===== config.mk =====
export PLATFORM = sky130hd
export DESIGN_NAME = cdb_arbiter
export DESIGN_NICKNAME = d
export VERILOG_FILES = /design/src/rtl/cdb_arbiter_pkg.sv /design/src/rtl/cdb_arbiter_rr_pick.sv /design/src/rtl/cdb_arbiter.sv
export SDC_FILE = /design/constraint.sdc
export NUM_CORES = 1
export LEC_CHECK = 0
export BUFFER_PORTS_ARGS = -buffer_cell sky130_fd_sc_hd__buf_2
export CORE_MARGIN = 3
export CORE_UTILIZATION = 50
export DETAILED_ROUTE_END_ITERATION = 6
export HOLD_SLACK_MARGIN = 0.1
export PLACE_DENSITY = 0.88
export SETUP_SLACK_MARGIN = 0.02
export SYNTH_ARGS = -nofsm -noshare
export SYNTH_HDL_FRONTEND = slang
export SYNTH_SLANG_ARGS = --single-unit

===== constraint.sdc =====
create_clock -name clk -period 4.9 [get_ports clk]
set_input_delay 0.735 -clock clk [delete_from_list [all_inputs] [get_ports clk]]
set_output_delay 0.735 -clock clk [all_outputs]
set_load 0.03 [all_outputs]

===== src/rtl/cdb_arbiter_pkg.sv =====
// -----------------------------------------------------------------------------
// cdb_arbiter_pkg
//   Shared constants for the common-data-bus arbiter slice.
//   - TAG_FREE / DATA_FREE : idle values driven on the CDB when nothing is
//                            broadcast. TAG_FREE is never a legal producer tag.
//   - ENABLE / DISABLE     : broadcast-valid encodings.
//   - producer_e           : fixed producer slot assignment.
//   - ptr_width / wrap_add : helpers for the round-robin pointer arithmetic.
// -----------------------------------------------------------------------------
package cdb_arbiter_pkg;

    localparam int TAG_BUS_W  = 4;
    localparam int DATA_BUS_W = 32;

    localparam logic [TAG_BUS_W-1:0]  TAG_FREE  = '0;
    localparam logic [DATA_BUS_W-1:0] DATA_FREE = '0;

    localparam logic ENABLE  = 1'b1;
    localparam logic DISABLE = 1'b0;

    typedef enum int {
        PROD_ALU = 0,
        PROD_LS  = 1,
        PROD_BR  = 2
    } producer_e;

    // Width of a binary index into n entries; a single entry still gets one bit.
    function automatic int ptr_width(input int n);
        return (n > 1) ? $clog2(n) : 1;
    endfunction

    // (a + b) mod n for 0 <= a < n, 0 <= b < n.
    function automatic int wrap_add(input int a, input int b, input int n);
        int s;
        s = a + b;
        if (s >= n) begin
            s = s - n;
        end
        return s;
    endfunction

endpackage


===== src/rtl/cdb_arbiter_rr_pick.sv =====
// -----------------------------------------------------------------------------
// cdb_arbiter_rr_pick
//   Combinational round-robin picker. Scans cand starting at ptr and wrapping
//   modulo N; the first set bit wins.
//   Ports:
//     cand  in  N      candidate vector
//     ptr   in  PTR_W  scan start position (0..N-1)
//     grant out N      one-hot grant (all zero when no candidate)
//     valid out 1      at least one candidate present
//     idx   out PTR_W  binary index of the granted candidate (0 when !valid)
// -----------------------------------------------------------------------------
module cdb_arbiter_rr_pick
    import cdb_arbiter_pkg::*;
#(
    parameter int N     = 3,
    parameter int PTR_W = ptr_width(N)
) (
    input  logic [N-1:0]     cand,
    input  logic [PTR_W-1:0] ptr,
    output logic [N-1:0]     grant,
    output logic             valid,
    output logic [PTR_W-1:0] idx
);

    always_comb begin
        grant = '0;
        valid = 1'b0;
        idx   = '0;
        for (int k = 0; k < N; k++) begin
            if (!valid && cand[wrap_add(int'(ptr), k, N)]) begin
                valid = 1'b1;
                grant[wrap_add(int'(ptr), k, N)] = 1'b1;
                idx   = PTR_W'(wrap_add(int'(ptr), k, N));
            end
        end
    end

endmodule


===== src/rtl/cdb_arbiter.sv =====
// -----------------------------------------------------------------------------
// cdb_arbiter
//   Shares the single registered common data bus among N_REQ result producers
//   (0 = ALU, 1 = LS, 2 = branch link writeback). Every producer owns a
//   one-entry holding slot so a result that loses arbitration is still accepted
//   and parked; a round-robin picker selects one candidate per cycle.
//
//   Ports:
//     clk, rst   clock / asynchronous active-high reset
//     rdy        global ready; low freezes every register
//     flush      mispredict flush: drops parked and live results, ptr -> 0
//     req_valid  per-producer result present
//     req_tag    packed tags, producer i at [i*TAG_W +: TAG_W]
//     req_data   packed results, producer i at [i*DATA_W +: DATA_W]
//     req_ready  result from producer i is accepted at this edge
//     cdb_en     registered broadcast valid
//     cdb_tag    registered broadcast tag (TAG_FREE when idle)
//     cdb_data   registered broadcast data (DATA_FREE when idle)
// -----------------------------------------------------------------------------
module cdb_arbiter
    import cdb_arbiter_pkg::*;
#(
    parameter int N_REQ  = 3,
    parameter int DATA_W = 32,
    parameter int TAG_W  = 4
) (
    input  logic                    clk,
    input  logic                    rst,
    input  logic                    rdy,
    input  logic                    flush,
    input  logic [N_REQ-1:0]        req_valid,
    input  logic [N_REQ*TAG_W-1:0]  req_tag,
    input  logic [N_REQ*DATA_W-1:0] req_data,
    output logic [N_REQ-1:0]        req_ready,
    output logic                    cdb_en,
    output logic [TAG_W-1:0]        cdb_tag,
    output logic [DATA_W-1:0]       cdb_data
);

    localparam int PTR_W = ptr_width(N_REQ);

    localparam logic [TAG_W-1:0]  IDLE_TAG  = TAG_W'(TAG_FREE);
    localparam logic [DATA_W-1:0] IDLE_DATA = DATA_W'(DATA_FREE);
    localparam logic [PTR_W-1:0]  PTR_LAST  = PTR_W'(N_REQ - 1);

    // ---------------------------------------------------------------- state
    logic [N_REQ-1:0]  slot_v_q,    slot_v_d;
    logic [TAG_W-1:0]  slot_tag_q   [N_REQ];
    logic [TAG_W-1:0]  slot_tag_d   [N_REQ];
    logic [DATA_W-1:0] slot_data_q  [N_REQ];
    logic [DATA_W-1:0] slot_data_d  [N_REQ];
    logic [PTR_W-1:0]  ptr_q,       ptr_d;
    logic              cdb_en_q,    cdb_en_d;
    logic [TAG_W-1:0]  cdb_tag_q,   cdb_tag_d;
    logic [DATA_W-1:0] cdb_data_q,  cdb_data_d;

    // ---------------------------------------------------------- candidates
    logic [N_REQ-1:0]  cand;
    logic [TAG_W-1:0]  cand_tag  [N_REQ];
    logic [DATA_W-1:0] cand_data [N_REQ];
    logic [N_REQ-1:0]  grant;
    logic              pick_valid;
    logic [PTR_W-1:0]  pick_idx;
    logic [TAG_W-1:0]  win_tag;
    logic [DATA_W-1:0] win_data;
    logic              accept;

    // A parked result always has priority over the live request of the same
    // producer, so results from one producer leave in arrival order.
    always_comb begin
        cand = slot_v_q | req_valid;
        for (int i = 0; i < N_REQ; i++) begin
            cand_tag[i]  = slot_v_q[i] ? slot_tag_q[i]  : req_tag[i*TAG_W +: TAG_W];
            cand_data[i] = slot_v_q[i] ? slot_data_q[i] : req_data[i*DATA_W +: DATA_W];
        end
    end

    cdb_arbiter_rr_pick #(
        .N     (N_REQ),
        .PTR_W (PTR_W)
    ) u_rr_pick (
        .cand  (cand),
        .ptr   (ptr_q),
        .grant (grant),
        .valid (pick_valid),
        .idx   (pick_idx)
    );

    // Grant is one-hot, so an AND-OR mux selects the winning payload.
    always_comb begin
        win_tag  = '0;
        win_data = '0;
        for (int i = 0; i < N_REQ; i++) begin
            if (grant[i]) begin
                win_tag  = win_tag  | cand_tag[i];
                win_data = win_data | cand_data[i];
            end
        end
    end

    // A producer may hand over a result when its slot is free, or when the
    // parked result is leaving on the bus this cycle (slot is refilled).
    assign accept    = rdy & ~flush;
    assign req_ready = accept ? (~slot_v_q | grant) : '0;

    // ---------------------------------------------------------- next state
    always_comb begin
        slot_v_d    = slot_v_q;
        slot_tag_d  = slot_tag_q;
        slot_data_d = slot_data_q;
        ptr_d       = ptr_q;
        cdb_en_d    = cdb_en_q;
        cdb_tag_d   = cdb_tag_q;
        cdb_data_d  = cdb_data_q;

        if (rdy) begin
            if (flush) begin
                // Everything in flight belongs to the squashed path.
                slot_v_d   = '0;
                ptr_d      = '0;
                cdb_en_d   = DISABLE;
                cdb_tag_d  = IDLE_TAG;
                cdb_data_d = IDLE_DATA;
            end else begin
                for (int i = 0; i < N_REQ; i++) begin
                    if (grant[i]) begin
                        // Winner leaves; a slot winner is refilled by a live
                        // request, a live winner never touches the slot.
                        slot_v_d[i] = slot_v_q[i] & req_valid[i];
                        if (slot_v_q[i] && req_valid[i]) begin
                            slot_tag_d[i]  = req_tag[i*TAG_W +: TAG_W];
                            slot_data_d[i] = req_data[i*DATA_W +: DATA_W];
                        end
                    end else if (!slot_v_q[i] && req_valid[i]) begin
                        slot_v_d[i]    = 1'b1;
                        slot_tag_d[i]  = req_tag[i*TAG_W +: TAG_W];
                        slot_data_d[i] = req_data[i*DATA_W +: DATA_W];
                    end
                end

                if (pick_valid) begin
                    cdb_en_d   = ENABLE;
                    cdb_tag_d  = win_tag;
                    cdb_data_d = win_data;
                    ptr_d      = (pick_idx == PTR_LAST) ? '0 : pick_idx + PTR_W'(1);
                end else begin
                    cdb_en_d   = DISABLE;
                    cdb_tag_d  = IDLE_TAG;
                    cdb_data_d = IDLE_DATA;
                end
            end
        end
    end

    // ------------------------------------------------------------ registers
    always_ff @(posedge clk or posedge rst) begin
        if (rst) begin
            slot_v_q   <= '0;
            ptr_q      <= '0;
            cdb_en_q   <= DISABLE;
            cdb_tag_q  <= IDLE_TAG;
            cdb_data_q <= IDLE_DATA;
        end else begin
            slot_v_q   <= slot_v_d;
            ptr_q      <= ptr_d;
            cdb_en_q   <= cdb_en_d;
            cdb_tag_q  <= cdb_tag_d;
            cdb_data_q <= cdb_data_d;
        end
    end

    // Slot payloads are qualified by slot_v_q and need no reset.
    always_ff @(posedge clk) begin
        slot_tag_q  <= slot_tag_d;
        slot_data_q <= slot_data_d;
    end

    assign cdb_en   = cdb_en_q;
    assign cdb_tag  = cdb_tag_q;
    assign cdb_data = cdb_data_q;

endmodule

==> reports/results.md <==
* total number of clock tree sinks: 150
* maximum count of clock buffers along a single path: 2
* full die area: 16,600 um^2
* detailed-routing iteration count for the pre-antenna-repair pass: 5
* combined global-route utilization of all metal layers: 0.244
* commonest cells in the netlist: 108 x sky130_fd_sc_hd__edfxtp_1, 108 x sky130_fd_sc_hd__mux2_2, 45 x sky130_fd_sc_hd__clkbuf_1, 45 x sky130_fd_sc_hd__inv_1, 42 x sky130_fd_sc_hd__dfrtp_1
* worst min path class: reg2reg
* top fanout value on the critical path: 25
* initial antenna violation count: 1
* nature of the critical path endpoint: output port
* Synth cell types: 49
* max-slew headroom at the worst pin: 0.328
* DR vias/cell: 6.21
* CTS clock-pin slew for the worst setup and hold paths: 60 ps
* kind of start point of the critical path: flop
* reported leakage power: 3.44 nW
* die width: 129 um
* Area Growth Syn to Fin: 19.9%
* final hold viol count: 0
* final hold slack: 474 ps
* Core Rows: 44
* CP arrival: 3260 ps
* critical path's largest stage delay: 720 ps
* slew at the pin closest to its max-slew limit: 1010 ps
* Nets: 834
* buffers inserted during post-CTS setup optimization: 0
* antenna viol nets, final: 0
* cells resized by post-CTS repair: 0
* Slew Viols, Final: 0
* proportion of layout cells with a drive suffix above 1: 0.435
* most used flip-flop cell after synthesis: sky130_fd_sc_hd__edfxtp_1
* number of enable-type register cells in the synthesized netlist: 108
* initial cell density of the core: 0.516
* Pwr Density: 551 nW/um^2
* fraction of synthesis flops using an asynchronous set or reset pin: 0.280
* Setup Total Neg Slack: 0 ps
* setup clock skew after layout: 9.90 ps
* height of the die: 129 um
* leading area contributor after synthesis: sky130_fd_sc_hd__edfxtp_1
* sequential share of the synthesized area: 0.568
* leading cell types by total area after synthesis: sky130_fd_sc_hd__edfxtp_1 43%, sky130_fd_sc_hd__mux2_2 16%, sky130_fd_sc_hd__dfrtp_1 14%
* slowest CP cell: sky130_fd_sc_hd__and3_1
* CTS tree: done
* setup repair after global routing missed its margin: false
* number of violations reported at the end of detailed-routing iteration 0: 471
* count of endpoints failing setup in the final report: 0
* GRT overflow: 0
* port buffer count: 154
* share of the cycle needed by the critical path after routing: 0.815
* final wirelength: 19.6 mm
* synthesized flop and latch total: 150
* routability congestion estimate: 0.978
* Floorplan Core Area: 14,600 um^2
* Fillers: 1,133
* cts-stage hold buffer count: 0
* detailed placer's ending HPWL: 13.4 mm
* top cell type's share of synthesized area: 0.429
* total number of H-tree levels: 4
* ordered cell list for the critical path: inv_1 > ha_1 > nor4b_1 > a22o_1 > and3_1 > nor3_1 > a21oi_1 > buf_2
* Synth Net Count: 708
* global-route wire length before repair: 31.3 mm
* Peak Freq: 250 MHz
* area occupied by multi-input gates: 2910 um^2
* gate count of the mapped netlist: 589
* vias in the first global route: 5,784
* Crit Path Category: reg2out
* max-cap viol count: 0
* remaining routing DRC violations: 0
* Final Critical Period: 4000 ps
* pin count of the biggest net entering global routing: 111
* number of buffers created by CTS: 17
* average cell area after synthesis: 12.8 um^2
* number of top-level pins: 155
* maximum ir drop on the vdd rail: 0.000287 V
* run status: completed
* detailed-route via count: 5,668
* Ys Warns: 0
* Skew-Pair Late Insertion Delay: 420 ps
* post-DR wirelength/cell: 21.5 um
* Worst EP required: 4160 ps
* root buf cell: sky130_fd_sc_hd__clkbuf_16
* netlist area before placement: 7550 um^2
* sequential cell area: 4300 um^2
## cells in the final DEF, fill, tap and decap left out, types with 3 or more instances in the layout
cell,count
sky130_fd_sc_hd__o311ai_1,11
sky130_fd_sc_hd__a21oi_1,5
sky130_fd_sc_hd__nor2b_1,5
sky130_fd_sc_hd__edfxtp_1,108
sky130_fd_sc_hd__clkinv_4,3
sky130_fd_sc_hd__buf_2,154
sky130_fd_sc_hd__nor2_1,7
sky130_fd_sc_hd__nand2_1,11
sky130_fd_sc_hd__o211ai_1,36
sky130_fd_sc_hd__ha_1,4
sky130_fd_sc_hd__buf_12,3
sky130_fd_sc_hd__nor3_1,3
sky130_fd_sc_hd__mux2_2,108
sky130_fd_sc_hd__inv_6,5
sky130_fd_sc_hd__buf_4,8
sky130_fd_sc_hd__o2111ai_1,36
sky130_fd_sc_hd__nand3_1,37
sky130_fd_sc_hd__clkbuf_16,17
sky130_fd_sc_hd__dfrtp_2,3
sky130_fd_sc_hd__o21ai_0,3
sky130_fd_sc_hd__inv_1,44
sky130_fd_sc_hd__dfrtp_1,39
sky130_fd_sc_hd__o311ai_0,25
## state kept, by name, summed over array words and instances (netlist names)
signal / count
cdb_data: 32
slot_data_q: 96
slot_tag_q: 12
cdb_en: 1
ptr_q: 2
slot_v_q: 3
cdb_tag: 4
## metal layers
metal	global-route usage	share of wire
met4	0.0976	0.029
met3	0.0465	0.066
met2	0.382	0.47
met5	0	0
met1	0.337	0.43
## worst max-delay path, delay by kind of cell (launching register included)
family                     cells  cell delay (ps)
adders and majority gates      1              500
AOI/OAI and AO/OA              2              370
DFF                            1              380
and+or+nand+nor                3             1280
buffers and inverters          2              300
## power by group
| group | switching, mW | internal (mW) |
|---|---|---|
| logic | 1.25 | 0.773 |
| clock network | 0.531 | 0.703 |
| registers | 0.134 | 1.60 |
| total | 1.91 | 3.08 |
## final cells by class
type                            count  share of cell area
Sequential cell                   150               0.474
Multi-Input combinational cell    336               0.322
Timing Repair Buffer              165              0.0983
Clock buffer                       18              0.0474
Tap cell                          184              0.0254
Inverter                           45              0.0186
Clock inverter                     14              0.0138
Antenna cell                        1            0.000276
## cells by family (layout without fill, tap and decap cells)
group / count (synthesis) / count (layout) / share of synthesized area
compound gates: 142 / 142 / 0.152
xor+xnor: 1 / 1 / 0.00116
fa+ha+maj: 4 / 4 / 0.00663
buf+inv: 103 / 242 / 0.0543
flops: 150 / 150 / 0.568
mux: 108 / 108 / 0.161
other cells: 0 / 1 / 0
simple gates: 81 / 81 / 0.0560
## worst paths after layout
kind	slack, ps	depth (start not counted)	end	from
worst min-delay path	470	1	cdb_en	cdb_en
worst max register to register	1060	8	slot_data_q[42]	ptr_q[0]
min in group asynchronous	550	2	cdb_data[18]	rst
worst max-delay path	900	8	req_ready[0]	ptr_q[0]
worst min register to register	470	1	cdb_en	cdb_en
max in group asynchronous	3650	2	slot_v_q[1]	rst
## metrics by stage
stage | worst slack, ps | cells | total power [mW] | cell area (um^2) | utilization
detailed placement | 979 | 880 | 3.76 | 8500 | 0.581
global placement | 1070 | 880 | 3.69 | 8500 | 0.581
floorplan | 448 | 589 | 3.22 | 7560 | -
CTS | 935 | 912 | 5.00 | 9060 | 0.618
global route | 700 | 913 | 5.25 | 9060 | 0.619
finish | 905 | 913 | 4.99 | 9060 | 0.619
(Power assumes the default switching activity.)
